--- src/rtl/uart_rx_pkg.sv ---
// Shared definitions for the 8N1 serial receiver: FSM encoding and frame constants.
package uart_rx_pkg;

  typedef enum logic [1:0] {
    ST_IDLE  = 2'd0,
    ST_START = 2'd1,
    ST_DATA  = 2'd2,
    ST_STOP  = 2'd3
  } rx_state_t;

  localparam int DATA_BITS            = 8;
  localparam int DEFAULT_CLKS_PER_BIT = 868;  // 100 MHz GCLK / 115200 baud

endpackage

--- src/rtl/uart_rx_if.sv ---
// Receiver-to-consumer signal bundle: serial pin in, byte holding register out.
interface uart_rx_if;
  import uart_rx_pkg::*;

  logic                 rxIN;
  logic                 rxAckIN;
  logic [DATA_BITS-1:0] rxDataOUT;
  logic                 rxValidOUT;
  logic                 rxFrameErrOUT;
  logic                 rxOverrunOUT;
  logic                 rxIdleOUT;

  // master: the receiver itself; slave: the pin driver / byte consumer
  modport master (
    input  rxIN, rxAckIN,
    output rxDataOUT, rxValidOUT, rxFrameErrOUT, rxOverrunOUT, rxIdleOUT
  );

  modport slave (
    output rxIN, rxAckIN,
    input  rxDataOUT, rxValidOUT, rxFrameErrOUT, rxOverrunOUT, rxIdleOUT
  );

endinterface

--- src/rtl/uart_rx_sync.sv ---
// Two-flop synchronizer for an asynchronous input; reset value selectable per pin.
module uart_rx_sync #(
  parameter logic RESET_VAL = 1'b1
) (
  input  logic clk,
  input  logic rst_n,
  input  logic async_in,
  output logic sync_out
);

  logic [1:0] sync_reg;

  always_ff @(posedge clk or negedge rst_n) begin
    if (!rst_n) begin
      sync_reg <= {2{RESET_VAL}};
    end else begin
      sync_reg <= {sync_reg[0], async_in};
    end
  end

  assign sync_out = sync_reg[1];

endmodule

--- src/rtl/uart_rx.sv ---
// 8N1 serial receiver: mid-bit sampling from a fixed divider, one-entry holding
// register with valid/ack handshake, framing-error pulse and sticky overrun flag.
module uart_rx
  import uart_rx_pkg::*;
#(
  parameter int CLKS_PER_BIT = DEFAULT_CLKS_PER_BIT
) (
  input  logic clockIN,
  input  logic nRxResetIN,
  uart_rx_if.master bus
);

  localparam int CNT_W = $clog2(CLKS_PER_BIT);
  // Counters are loaded with N-1 so the sample happens in the cycle the count reaches zero.
  localparam logic [CNT_W-1:0] BIT_LOAD  = CNT_W'(CLKS_PER_BIT - 1);
  localparam logic [CNT_W-1:0] HALF_LOAD = CNT_W'(CLKS_PER_BIT / 2 - 1);
  localparam logic [2:0]       LAST_BIT  = 3'(DATA_BITS - 1);

  logic rs;
  logic rs_prev_reg;

  rx_state_t            state_reg, state_next;
  logic [CNT_W-1:0]     cnt_reg, cnt_next;
  logic [2:0]           bit_reg, bit_next;
  logic [DATA_BITS-1:0] shift_reg, shift_next;
  logic                 brk_reg, brk_next;
  logic [DATA_BITS-1:0] data_reg, data_next;
  logic                 valid_reg, valid_next;
  logic                 ferr_reg, ferr_next;
  logic                 ovr_reg, ovr_next;
  logic                 deliver;

  uart_rx_sync #(.RESET_VAL(1'b1)) u_sync (
    .clk      (clockIN),
    .rst_n    (nRxResetIN),
    .async_in (bus.rxIN),
    .sync_out (rs)
  );

  always_ff @(posedge clockIN or negedge nRxResetIN) begin
    if (!nRxResetIN) begin
      rs_prev_reg <= 1'b1;
      state_reg   <= ST_IDLE;
      cnt_reg     <= '0;
      bit_reg     <= '0;
      shift_reg   <= '0;
      brk_reg     <= 1'b0;
      data_reg    <= '0;
      valid_reg   <= 1'b0;
      ferr_reg    <= 1'b0;
      ovr_reg     <= 1'b0;
    end else begin
      rs_prev_reg <= rs;
      state_reg   <= state_next;
      cnt_reg     <= cnt_next;
      bit_reg     <= bit_next;
      shift_reg   <= shift_next;
      brk_reg     <= brk_next;
      data_reg    <= data_next;
      valid_reg   <= valid_next;
      ferr_reg    <= ferr_next;
      ovr_reg     <= ovr_next;
    end
  end

  always_comb begin
    state_next = state_reg;
    cnt_next   = cnt_reg;
    bit_next   = bit_reg;
    shift_next = shift_reg;
    brk_next   = brk_reg;
    data_next  = data_reg;
    valid_next = valid_reg;
    ferr_next  = 1'b0;
    ovr_next   = ovr_reg;
    deliver    = 1'b0;

    case (state_reg)
      ST_IDLE: begin
        if (!rs && rs_prev_reg) begin
          state_next = ST_START;
          cnt_next   = HALF_LOAD;
          bit_next   = '0;
        end
      end
      ST_START: begin
        if (cnt_reg == '0) begin
          if (rs) begin
            state_next = ST_IDLE;
          end else begin
            state_next = ST_DATA;
            cnt_next   = BIT_LOAD;
          end
        end else begin
          cnt_next = cnt_reg - 1'b1;
        end
      end
      ST_DATA: begin
        if (cnt_reg == '0) begin
          shift_next = {rs, shift_reg[DATA_BITS-1:1]};
          cnt_next   = BIT_LOAD;
          if (bit_reg == LAST_BIT) begin
            state_next = ST_STOP;
          end else begin
            bit_next = bit_reg + 1'b1;
          end
        end else begin
          cnt_next = cnt_reg - 1'b1;
        end
      end
      ST_STOP: begin
        // After a low stop bit, wait out the break without re-reporting it.
        if (brk_reg) begin
          if (rs) begin
            state_next = ST_IDLE;
            brk_next   = 1'b0;
          end
        end else if (cnt_reg == '0) begin
          if (rs) begin
            deliver    = 1'b1;
            state_next = ST_IDLE;
          end else begin
            ferr_next = 1'b1;
            brk_next  = 1'b1;
          end
        end else begin
          cnt_next = cnt_reg - 1'b1;
        end
      end
      default: state_next = ST_IDLE;
    endcase

    if (deliver) begin
      if (!valid_reg || bus.rxAckIN) begin
        data_next  = shift_reg;
        valid_next = 1'b1;
        if (bus.rxAckIN && valid_reg) begin
          ovr_next = 1'b0;
        end
      end else begin
        ovr_next = 1'b1;
      end
    end else if (bus.rxAckIN && valid_reg) begin
      valid_next = 1'b0;
      ovr_next   = 1'b0;
    end
  end

  assign bus.rxDataOUT     = data_reg;
  assign bus.rxValidOUT    = valid_reg;
  assign bus.rxFrameErrOUT = ferr_reg;
  assign bus.rxOverrunOUT  = ovr_reg;
  assign bus.rxIdleOUT     = (state_reg == ST_IDLE);

endmodule

--- src/flat_wrapper.sv ---
// flat-port wrapper written by rule: the top's interface ports become plain ports
module uart_rx_flat import uart_rx_pkg::*;
#(
  parameter int CLKS_PER_BIT = DEFAULT_CLKS_PER_BIT
)
  (clockIN, nRxResetIN, bus_rxIN, bus_rxAckIN, bus_rxDataOUT, bus_rxValidOUT, bus_rxFrameErrOUT, bus_rxOverrunOUT, bus_rxIdleOUT);
  uart_rx_if bus_i ();
  input  logic clockIN;
  input  logic nRxResetIN;
  input wire logic [$bits(bus_i.rxIN)-1:0] bus_rxIN;
  input wire logic [$bits(bus_i.rxAckIN)-1:0] bus_rxAckIN;
  output wire logic [$bits(bus_i.rxDataOUT)-1:0] bus_rxDataOUT;
  output wire logic [$bits(bus_i.rxValidOUT)-1:0] bus_rxValidOUT;
  output wire logic [$bits(bus_i.rxFrameErrOUT)-1:0] bus_rxFrameErrOUT;
  output wire logic [$bits(bus_i.rxOverrunOUT)-1:0] bus_rxOverrunOUT;
  output wire logic [$bits(bus_i.rxIdleOUT)-1:0] bus_rxIdleOUT;
  assign bus_i.rxIN = bus_rxIN;
  assign bus_i.rxAckIN = bus_rxAckIN;
  assign bus_rxDataOUT = bus_i.rxDataOUT;
  assign bus_rxValidOUT = bus_i.rxValidOUT;
  assign bus_rxFrameErrOUT = bus_i.rxFrameErrOUT;
  assign bus_rxOverrunOUT = bus_i.rxOverrunOUT;
  assign bus_rxIdleOUT = bus_i.rxIdleOUT;
  uart_rx #(.CLKS_PER_BIT(CLKS_PER_BIT)) u_core (.clockIN(clockIN), .nRxResetIN(nRxResetIN), .bus(bus_i));
endmodule
--- config.mk ---
export PLATFORM = sky130hd
export DESIGN_NAME = uart_rx_flat
export DESIGN_NICKNAME = d
export VERILOG_FILES = /design/src/rtl/uart_rx_pkg.sv /design/src/rtl/uart_rx_if.sv /design/src/rtl/uart_rx_sync.sv /design/src/rtl/uart_rx.sv /design/src/flat_wrapper.sv
export SDC_FILE = /design/constraint.sdc
export NUM_CORES = 1
export LEC_CHECK = 0
export CORE_ASPECT_RATIO = 0.6
export CORE_MARGIN = 2
export CORE_UTILIZATION = 55
export CTS_BUF_LIST = sky130_fd_sc_hd__clkbuf_8
export CTS_CLUSTER_DIAMETER = 40
export DETAILED_ROUTE_END_ITERATION = 10
export GPL_TIMING_DRIVEN = 0
export PLACE_DENSITY = 0.81
export SYNTH_ARGS = -nofsm -noshare
export SYNTH_HDL_FRONTEND = slang
export SYNTH_SLANG_ARGS = --single-unit
--- constraint.sdc ---
create_clock -name clockIN -period 3.1 [get_ports clockIN]
set_clock_uncertainty 0.1 [all_clocks]
set_input_delay 0.31 -clock clockIN [delete_from_list [all_inputs] [get_ports clockIN]]
set_output_delay 0.31 -clock clockIN [all_outputs]
set_load 0.05 [all_outputs]
Yosys cells after proc, flatten, opt, wreduce, memory -nomap -nowiden
Cells that the tools add are included.

Output and inout bits: 12. Input port bits: 4. Logic and storage cells: 77. Register bits after elaboration: 38.

Multiplexer cells: 35. Add/subtract/negate cells: 2. Reduce and logical (&&, ||, !) cells: 15. Equality and inequality tests: 14.

Operators with widths (number): 2-to-1 mux 10 bit (6); one-hot mux 10 bit (4 select lines) (1); 2-to-1 mux 2 bit (8); 2-to-1 mux 1 bit (15); zero test 10 bit (1); subtractor 10 x 1 -> 10 bit (second input constant) (1); 2-to-1 mux 3 bit (3); inequality test 2 x 1 -> 1 bit (second input constant) (4); inequality test 2 bit (second input constant) (4); one-hot mux 2 bit (4 select lines) (1); AND reduction 4 bit (2); one-hot mux 3 bit (2 select lines) (1); AND reduction 2 bit (3); AND reduction 5 bit (1); equality test 2 bit (second input constant) (2); nonzero test 2 bit (2); adder 3 x 1 -> 3 bit (second input constant) (1); equality test 3 bit (second input constant) (1); inequality test 3 x 1 -> 1 bit (second input constant) (1); inequality test 3 bit (second input constant) (1); equality test 2 x 1 -> 1 bit (second input constant) (1); logical AND 1 bit (2); zero test 1 bit (2); zero test 2 bit (1); logical OR 1 bit (1).

Logic depth before layout (Yosys ltp)
Gate-level depths: netlist of the first run.

Depth after elaboration: 6. Gate-level depth with buffers: 9. Gate-level depth less buffers: 7.

By module
A second synthesis of the first run with hierarchy kept.

Cell total of the unflattened synthesis: 173. Area, all modules: 1985.7 µm².

Modules (own cells, without submodules): uart_rx (area each 1933.1 µm², cells an instance 171, times used 1, seq. area each 902.1 µm²); uart_rx_sync (area each 52.6 µm², cells an instance 2, times used 1, seq. area each 52.6 µm²).

Worst setup path after synthesis of the first run
OpenSTA, ideal clock, no wires.

Path type: flip-flop to flip-flop. Start point: register u_core.cnt_reg[0]. End point: register u_core.cnt_reg[3]. Setup time: 0.121 ns. Required time: 2.879 ns. Path buffers: 2. Setup slack: 0.728 ns. Arrival time: 2.151 ns. Stages on the path, launching flop included: 10. Period minus slack after synthesis: 2.372 ns. Cells stage by stage: dfrtp_1 > inv_1 > ha_1 > or4b_1 > clkbuf_1 > or3_4 > a22oi_2 > buf_4 > nor3_1 > a22o_1.

Cells in the longest elaborated chain, start to end: 4. Elaborated cells between the ends (all ways): 10. Classes of those cells: 1 x add/sub; 2 x eq/ne; 5 x mux; 2 x reduce/logical.

RTL lines: start, declared (line uart_rx.sv:23) `logic [CNT_W-1:0] cnt_reg, cnt_next;`; start signal, assigned (line uart_rx.sv:55) `cnt_reg <= cnt_next;`; subtractor 10 x 1 -> 10 bit (line uart_rx.sv:95, uart_rx.sv:108, uart_rx.sv:127); 2-to-1 mux 10 bit (line uart_rx.sv:118) `end else if (cnt_reg == '0) begin`; 2-to-1 mux 10 bit (line uart_rx.sv:113) `if (brk_reg) begin`; one-hot mux 10 bit (4 select lines) (line uart_rx.sv:78) `case (state_reg)`.

Several ways; a longest one is shown, not always the timed one. The select of a mux whose other input is x is not followed. A chain may end at the register's enable or synchronous reset.

Final worst setup path of the first run
Ends and elaborated chain as after synthesis.

==> Flow_metrics.wiki, run 1 <==
{| class="wikitable"
! Metric !! Value
|-
| Minimum setup slack in the final design || 0.434 ns
|-
| Final number of max-transition violations || 0
|-
| Fraction of final layout cells with drive strength greater than 1 || a little under a fifth
|-
| Number of instances resized during post-cts repair || 0
|-
| Number of flip-flops in the largest register || 10
|-
| Post-layout instance area || about 2200 sq um
|-
| Placed cell areas || approximately 2100 sq um
|-
| Post-synth top flop || dfrtp_1
|-
| Placed insts || approximately 230
|-
| Worst hold path class || in2async
|-
| FFs w/ async S/R, synth || 100%
|-
| Max transition margin || 46.7%
|-
| First-pass detailed-route iteration total || 4
|-
| Hold buffer count at cts || 0
|-
| Clock slew seen by the registers of the worst setup and hold paths || 0.08 ns
|-
| Insertion delay to the later sink of the worst-skew pair || 0.30 ns
|-
| Time the worst path needs with I/O delays and setup || between 2 and 3 ns
|-
| Bufs on Longest Clock Path || 2
|-
| Dpl hpwl || 2610 microns
|-
| Result of the run || finished with violations
|-
| RSZ-0062 raised after global routing || false
|-
| Worst-case setup slack after placement || slightly below 0.5 ns
|-
| Crit-path leading delay family || compound AO/OA/AOI/OAI gates
|-
| Pin count of the biggest net entering global routing || 39
|-
| Cell Area, Synth || between 1500 and 2000 sq um
|-
| Critical Path Fanout Max || 8
|-
| Share of the synthesized netlist area taken by xor and xnor gates || 0%
|-
| CTS Root Buffer Type || clkbuf_8
|-
| Total routing resource utilization after global routing || 21.4%
|-
| Nature of the critical path endpoint || flip-flop
|-
| Static leakage power || around 1.0 nW
|-
| Ys Warns || 0
|-
| Cell area power density || 916 nW/um^2
|-
| Type of the worst setup path || reg2reg
|-
| Average via count per standard cell || 5.62
|-
| Max frequency || ~380 MHz
|-
| Number of antenna violations at the first check in global routing || 0
|-
| Maximum resistive drop on vdd || 0.000836 V
|-
| Highest cell delay on the worst timing path || 0.66 ns
|-
| Final number of hold-violating endpoints || 10
|-
| Tot Pwr || 0.00203 W
|-
| Post-CTS Setup Inserts || 0
|-
| Largest family of logic cells by synthesized area || simple AND/OR/NAND/NOR gates
|-
| Synth-to-Final Area Change || 18.4%
|-
| Max-cap viol count || 0
|-
| Multiplexer share of the synthesized area || a little under an eighth
|-
| Data required time of the worst path || 3.19 ns
|-
| Arrival time of the worst setup path || ~2.8 ns
|-
| Post-Layout Cell Count || around 240
|-
| DRT Wirelength || about 3600 microns
|-
| Cell chain of the critical path || inv_1, ha_1, or4b_1, clkbuf_1, o41ai_1, nor2_1, a21o_1, a22o_1
|-
| Register bit count reported by yosys || 38
|-
| Remaining design rule violation count || 0
|-
| Register area share after synthesis || 50.9%
|-
| Violations in the final reports || hold timing
|-
| Top area cells in the synthesized netlist || dfrtp_1 (47%), mux2_2 (9.0%), ha_1 (4.7%)
|-
| Placement row count || 16
|-
| Syn_area_per_cell || 10.8 sq um
|-
| Count of H-tree levels built during CTS || 2
|-
| N_diodes || 0
|-
| Post-layout nets || 207
|-
| Number of DRC markers after the initial detailed-route iteration || 138
|-
| TNS Setup || 0 ns
|-
| Total congestion overflow || 0
|-
| Wire per inst || 14.9 microns
|-
| Synthesized net count || 185
|-
| Number of clock buffers inserted by TritonCTS || 5
|-
| Area fraction in and, or, nand and nor cells after synthesis || 14.5%
|-
| Wire length of the first global-routing pass || 6310 microns
|-
| Die width || slightly below 80 microns
|-
| Setup Viol. Count Final || 0
|-
| Core outline area || 3260 sq um
|-
| Ratio of final minimum period to clock period || between 80 and 90%
|-
| Worst Hold Slack || -0.00696 ns
|-
| Number of flops mapped to enable cells by yosys || 0
|-
| Cell taking the most area after synthesis || dfrtp_1
|-
| Vertical die dimension || 49.2 microns
|-
| Die Footprint || 3910 sq um
|-
| Crit start category || flip-flop
|-
| Clock tree from TritonCTS || yes
|-
| Clock Sinks || 38
|-
| Slew at the pin with the worst max-slew slack || 0.799 ns
|-
| Leading cell types in the layout, fill and taps excluded || dfrtp_1 (35), mux2_2 (15), o21ai_0 (14), clkdlybuf4s50_1 (14), nor2_1 (13)
|-
| Vias in the first global route || 1356
|-
| Area share of the largest cell type after synthesis || 46.7%
|-
| Netlist cell types || about 40
|-
| Most frequent standard cell in the layout excluding fill and tap cells || dfrtp_1
|-
| Effective utilization at floorplan || 57.4%
|-
| Post-route ant nets || 0
|-
| Syn Inst Count || 174
|-
| Gp weighted congestion || about 0.87
|-
| Post-synthesis share of cell area spent on full adders, half adders and majority gates || approximately 4.7%
|-
| IO Count || 16
|-
| Overall via count from detail_route || 1360
|-
| PortBufs || 15
|-
| CP Buf/Inv Count || 2
|-
| Compound-cell area share of the yosys netlist || 14.1%
|-
| Worst path slowest cell || o41ai_1
|}
where the power goes:
group	internal [W]	switching, W	total, W	leakage [nW]
clock	0.000343	0.000180	0.000524	0.0714
combinational	0.000333	0.000522	0.000855	0.456
sequential	0.000582	0.0000705	0.000653	0.501
total	0.00126	0.000773	0.00203	1.03
routing by layer:
metal	part of all wire [%]	up-vias	track usage, %
met1	49	642	29.7
met5	0	-	0
met3	6.6	7	7.04
li1	-	660	-
met4	1.7	0	9.48
met2	43	51	30.5
cell type report:
| type | instances | area (sq um) |
|---|---|---|
| Buffer | 8 | 42.5 |
| Clock buffer | 6 | 82.6 |
| Clock inverter | 2 | 60.1 |
| Fill cell | 250 | 1040 |
| Inverter | 9 | 33.8 |
| Multi-Input combinational cell | 119 | 843 |
| Sequential cell | 38 | 955 |
| Tap cell | 45 | 56.3 |
| Timing Repair Buffer | 15 | 145 |
stage by stage:
stage / hold WS, ns / util, %
finish: -0.00696 / 68.0
global route: 0.0726 / 68.0
CTS: 0.0326 / 68.0
detailed placement: 0.249 / 63.6
global placement: 0.248 / 63.8
floorplan: -0.0856 / -
cells by family (layout without fill, tap and decap cells):
logic type / Yosys count / in the layout
and+or+nand+nor: 52 / 52
AOI/OAI and AO/OA: 40 / 40
DFF: 38 / 38
muxes: 20 / 20
buffers and inverters: 17 / 40
adders and majority gates: 7 / 7
synthesized netlist by cell type (2+ instances only):
master    count
a31oi_1       2
nand2_1      12
a211oi_1      3
clkbuf_1      5
dfstp_2       3
nor2b_1       3
dfrtp_1      35
a21o_1        2
inv_1         9
o21ai_0      14
ha_1          7
o31ai_1       2
mux2_2       15
nand2b_1      3
o41ai_1       3
nor2_1       13
mux2i_1       4
nor3_1       11
a21oi_1       6
path summary, 6_finish.rpt:
kind	slack [ns]	from	to	depth (start not counted)
worst max-delay path	0.43	u_core.cnt_reg[0]	u_core.cnt_reg[3]	8
worst min-delay path	-0.007	nRxResetIN	u_core.state_reg[0]	1
worst max register to register	0.43	u_core.cnt_reg[0]	u_core.cnt_reg[3]	8
worst min register to register	0.26	u_core.u_sync.sync_reg[0]	u_core.u_sync.sync_reg[1]	0
max in group asynchronous	2.39	nRxResetIN	u_core.shift_reg[2]	1
min in group clockIN	0.26	u_core.u_sync.sync_reg[0]	u_core.u_sync.sync_reg[1]	0
(Power assumes the default switching activity.)
==> run 2: changes to the inputs <==
- CTS_CLUSTER_SIZE: unset -> 30
==> results of run 2 <==
The final DEF is identical to that of run 1; final timing and power are the same.
==> run 3: changes to the inputs <==
- CORE_MARGIN: 2 -> 1
==> Flow_metrics.wiki, run 3 (synthesis gave the netlist of run 1 again) <==
{| class="wikitable"
! Metric !! Value
|-
| CTS Root Buffer Type || clkbuf_8
|-
| Crit start category || flip-flop
|-
| Fraction of final layout cells with drive strength greater than 1 || 18.8% (unchanged)
|-
| Register-to-register setup slack || 0.40 ns (-0.03 ns)
|-
| Crit. Startpoint || u_core.cnt_reg[0]
|-
| Max transition margin || 46.0% (-0.71 points)
|-
| Final number of hold-violating endpoints || 0 (-10)
|-
| Number of flip-flops in the largest register || 10 (unchanged)
|-
| Most frequent standard cell in the layout excluding fill and tap cells || dfrtp_1
|-
| Tot Pwr || 0.00190 W (-6.4%)
|-
| Max-cap viol count || 0 (unchanged)
|-
| Fraction of the core area covered by cells at the end of the flow || 70.8% (+2.9 points)
|-
| DRT Wirelength || 3970 microns (+9.9%)
|-
| Count of H-tree levels built during CTS || 2 (unchanged)
|-
| Leading cell types in the layout, fill and taps excluded || dfrtp_1 (35), mux2_2 (15), o21ai_0 (14), clkdlybuf4s50_1 (14), nor2_1 (13)
|-
| Clock slew seen by the registers of the worst setup and hold paths || 0.08 ns (about the same)
|-
| Clock tree from TritonCTS || yes
|-
| Post-layout nets || 207 (unchanged)
|-
| Filler cell count in the final layout || 221 (-12%)
|-
| Bufs on Longest Clock Path || 2 (unchanged)
|-
| Worst hold path class || in2async
|-
| FF-to-FF Start || u_core.cnt_reg[0]
|-
| Insertion delay to the later sink of the worst-skew pair || 0.29 ns (about the same)
|-
| Total congestion overflow || 0 (unchanged)
|-
| Destination of the worst register-to-register timing path || u_core.cnt_reg[3]
|-
| Worst path slowest cell || o41ai_1
|-
| Post-CTS Setup Inserts || 0 (unchanged)
|-
| Final number of max-transition violations || 0 (unchanged)
|-
| Average via count per standard cell || 6.08 (+8.1%)
|-
| Number of antenna violations at the first check in global routing || 0 (unchanged)
|-
| IO Count || 16 (unchanged)
|-
| Gp weighted congestion || 0.912 (+4.5%)
|-
| Slew at the pin with the worst max-slew slack || 0.810 ns (+0.0107 ns)
|-
| Total routing resource utilization after global routing || 25.6% (+4.2 points)
|-
| Placement row count || 15 (-1)
|-
| Max frequency || 370 MHz (-1.3%)
|-
| RSZ-0062 raised after global routing || false
|-
| Pin count of the biggest net entering global routing || 39 (unchanged)
|-
| Highest cell delay on the worst timing path || 0.68 ns (+0.02 ns)
|-
| Die width || 77.4 microns (-2.5%)
|-
| Wire length of the first global-routing pass || 6760 microns (+7.1%)
|-
| N_diodes || 0 (unchanged)
|-
| Post-route ant nets || 0 (unchanged)
|-
| Die Footprint || 3650 sq um (-6.5%)
|-
| Wire per inst || 16.6 microns (+11%)
|-
| First-pass detailed-route iteration total || 4 (unchanged)
|-
| Vertical die dimension || 47.2 microns (-4.1%)
|-
| Arrival time of the worst setup path || 2.79 ns (+0.04 ns)
|-
| Overall via count from detail_route || 1452 (+6.8%)
|-
| Critical Path Fanout Max || 8 (unchanged)
|-
| Nature of the critical path endpoint || flip-flop
|-
| Number of clock buffers inserted by TritonCTS || 5 (unchanged)
|-
| Time the worst path needs with I/O delays and setup || 2.70 ns (+0.0343 ns)
|-
| Worst setup endpoint || u_core.cnt_reg[3]
|-
| PortBufs || 15 (unchanged)
|-
| Number of DRC markers after the initial detailed-route iteration || 202 (+46%)
|-
| Static leakage power || 1.00 nW (-2.4%)
|-
| Type of the worst setup path || reg2reg
|-
| Core outline area || 3060 sq um (-6.3%)
|-
| Depth of the most critical reg-to-reg path || 8 (unchanged)
|-
| Synth-to-Final Area Change || 15.6%
|-
| Number of instances resized during post-cts repair || 0 (unchanged)
|-
| Setup Viol. Count Final || 0 (unchanged)
|-
| Remaining design rule violation count || 0 (unchanged)
|-
| Cell area power density || 877 nW/um^2 (-4.2%)
|-
| Data required time of the worst path || 3.19 ns (about the same)
|-
| Placed insts || 231 (-1.3%)
|-
| Dpl hpwl || 2860 microns (+9.9%)
|-
| Post-Layout Cell Count || 239 (-1.2%)
|-
| Effective utilization at floorplan || 61.3% (+3.8 points)
|-
| TNS Setup || 0 ns (unchanged)
|-
| Cell chain of the critical path || inv_1, ha_1, or4b_1, clkbuf_1, o41ai_1, nor2_1, a21o_1, a22o_1
|-
| Ratio of final minimum period to clock period || 87.1% (+1.1 points)
|-
| Clock Sinks || 38 (unchanged)
|-
| Result of the run || finished, final reports clean
|-
| Maximum resistive drop on vdd || 0.000899 V (+7.6%)
|-
| Vias in the first global route || 1373 (+1.3%)
|-
| Hold buffer count at cts || 0 (unchanged)
|}
run 3: cell types whose count changed in the layout (fill, tap and decap cells not counted), sizes merged:
| cell | previous run | this run |
|---|---|---|
| bufinv | 2 | 0 |
| clkinv | 0 | 1 |
| clkinvlp | 0 | 1 |
run 3: per-layer routing:
metal / vias up / global-route usage (%) / part of all wire [%] / wire [microns]
li1: 665 / - / - / -
met1: 719 / 34.2 / 45 / 1800
met2: 59 / 41.8 / 46 / 1830
met3: 9 / 6.41 / 6.9 / 274
met4: 0 / 9.81 / 1.8 / 70
met5: - / 0 / 0 / 0
run 3: how the worst min path moves through the flow:
stage	cells after the start	end	from	slack [ns]
after floorplan	0	asynchronous set/reset pin	nRxResetIN	-0.09
final	1	u_core.state_reg[0]	nRxResetIN	0.003
after detailed placement	0	u_core.u_sync.sync_reg[1]	u_core.u_sync.sync_reg[0]	0.25
after global routing	1	u_core.state_reg[0]	nRxResetIN	0.07
after CTS	1	u_core.cnt_reg[3]	nRxResetIN	0.04
after global placement	0	u_core.u_sync.sync_reg[1]	u_core.u_sync.sync_reg[0]	0.25
run 3: area by class of cell:
cell class / count / area, sq um / area share (%)
flip-flops and latches: 38 / 955 / 44.1
multi-input cells: 119 / 843 / 38.9
repair buffers: 15 / 145 / 6.70
clock buffers: 6 / 82.6 / 3.81
well taps: 42 / 52.6 / 2.42
plain buffers: 8 / 42.5 / 1.96
inverters: 9 / 33.8 / 1.56
clock inverters: 2 / 12.5 / 0.577
run 3: metrics by stage:
stage / hold slack (ns) / setup WS (ns) / area [sq um]
floorplan: -0.0856 / 0.728 / 1870
global placement: 0.249 / 0.477 / 2080
detailed placement: 0.247 / 0.459 / 2070
CTS: 0.0355 / 0.467 / 2170
global route: 0.0678 / 0.239 / 2170
finish: 0.00311 / 0.400 / 2170
run 3: power breakdown:
group	internal (W)	leakage (nW)	switching, W
clock	0.000179	0.0472	0.000172
sequential	0.000582	0.501	0.0000755
combinational	0.000336	0.456	0.000557
total	0.00110	1.00	0.000804
run 3: worst max-delay path: cells and delay by family, from the launching register on:
family	cells	cell delay, ns
AOI/OAI and AO/OA	3	1.06
buffers and inverters	2	0.28
adders and majority gates	1	0.17
and+or+nand+nor	2	0.57
DFF	1	0.41
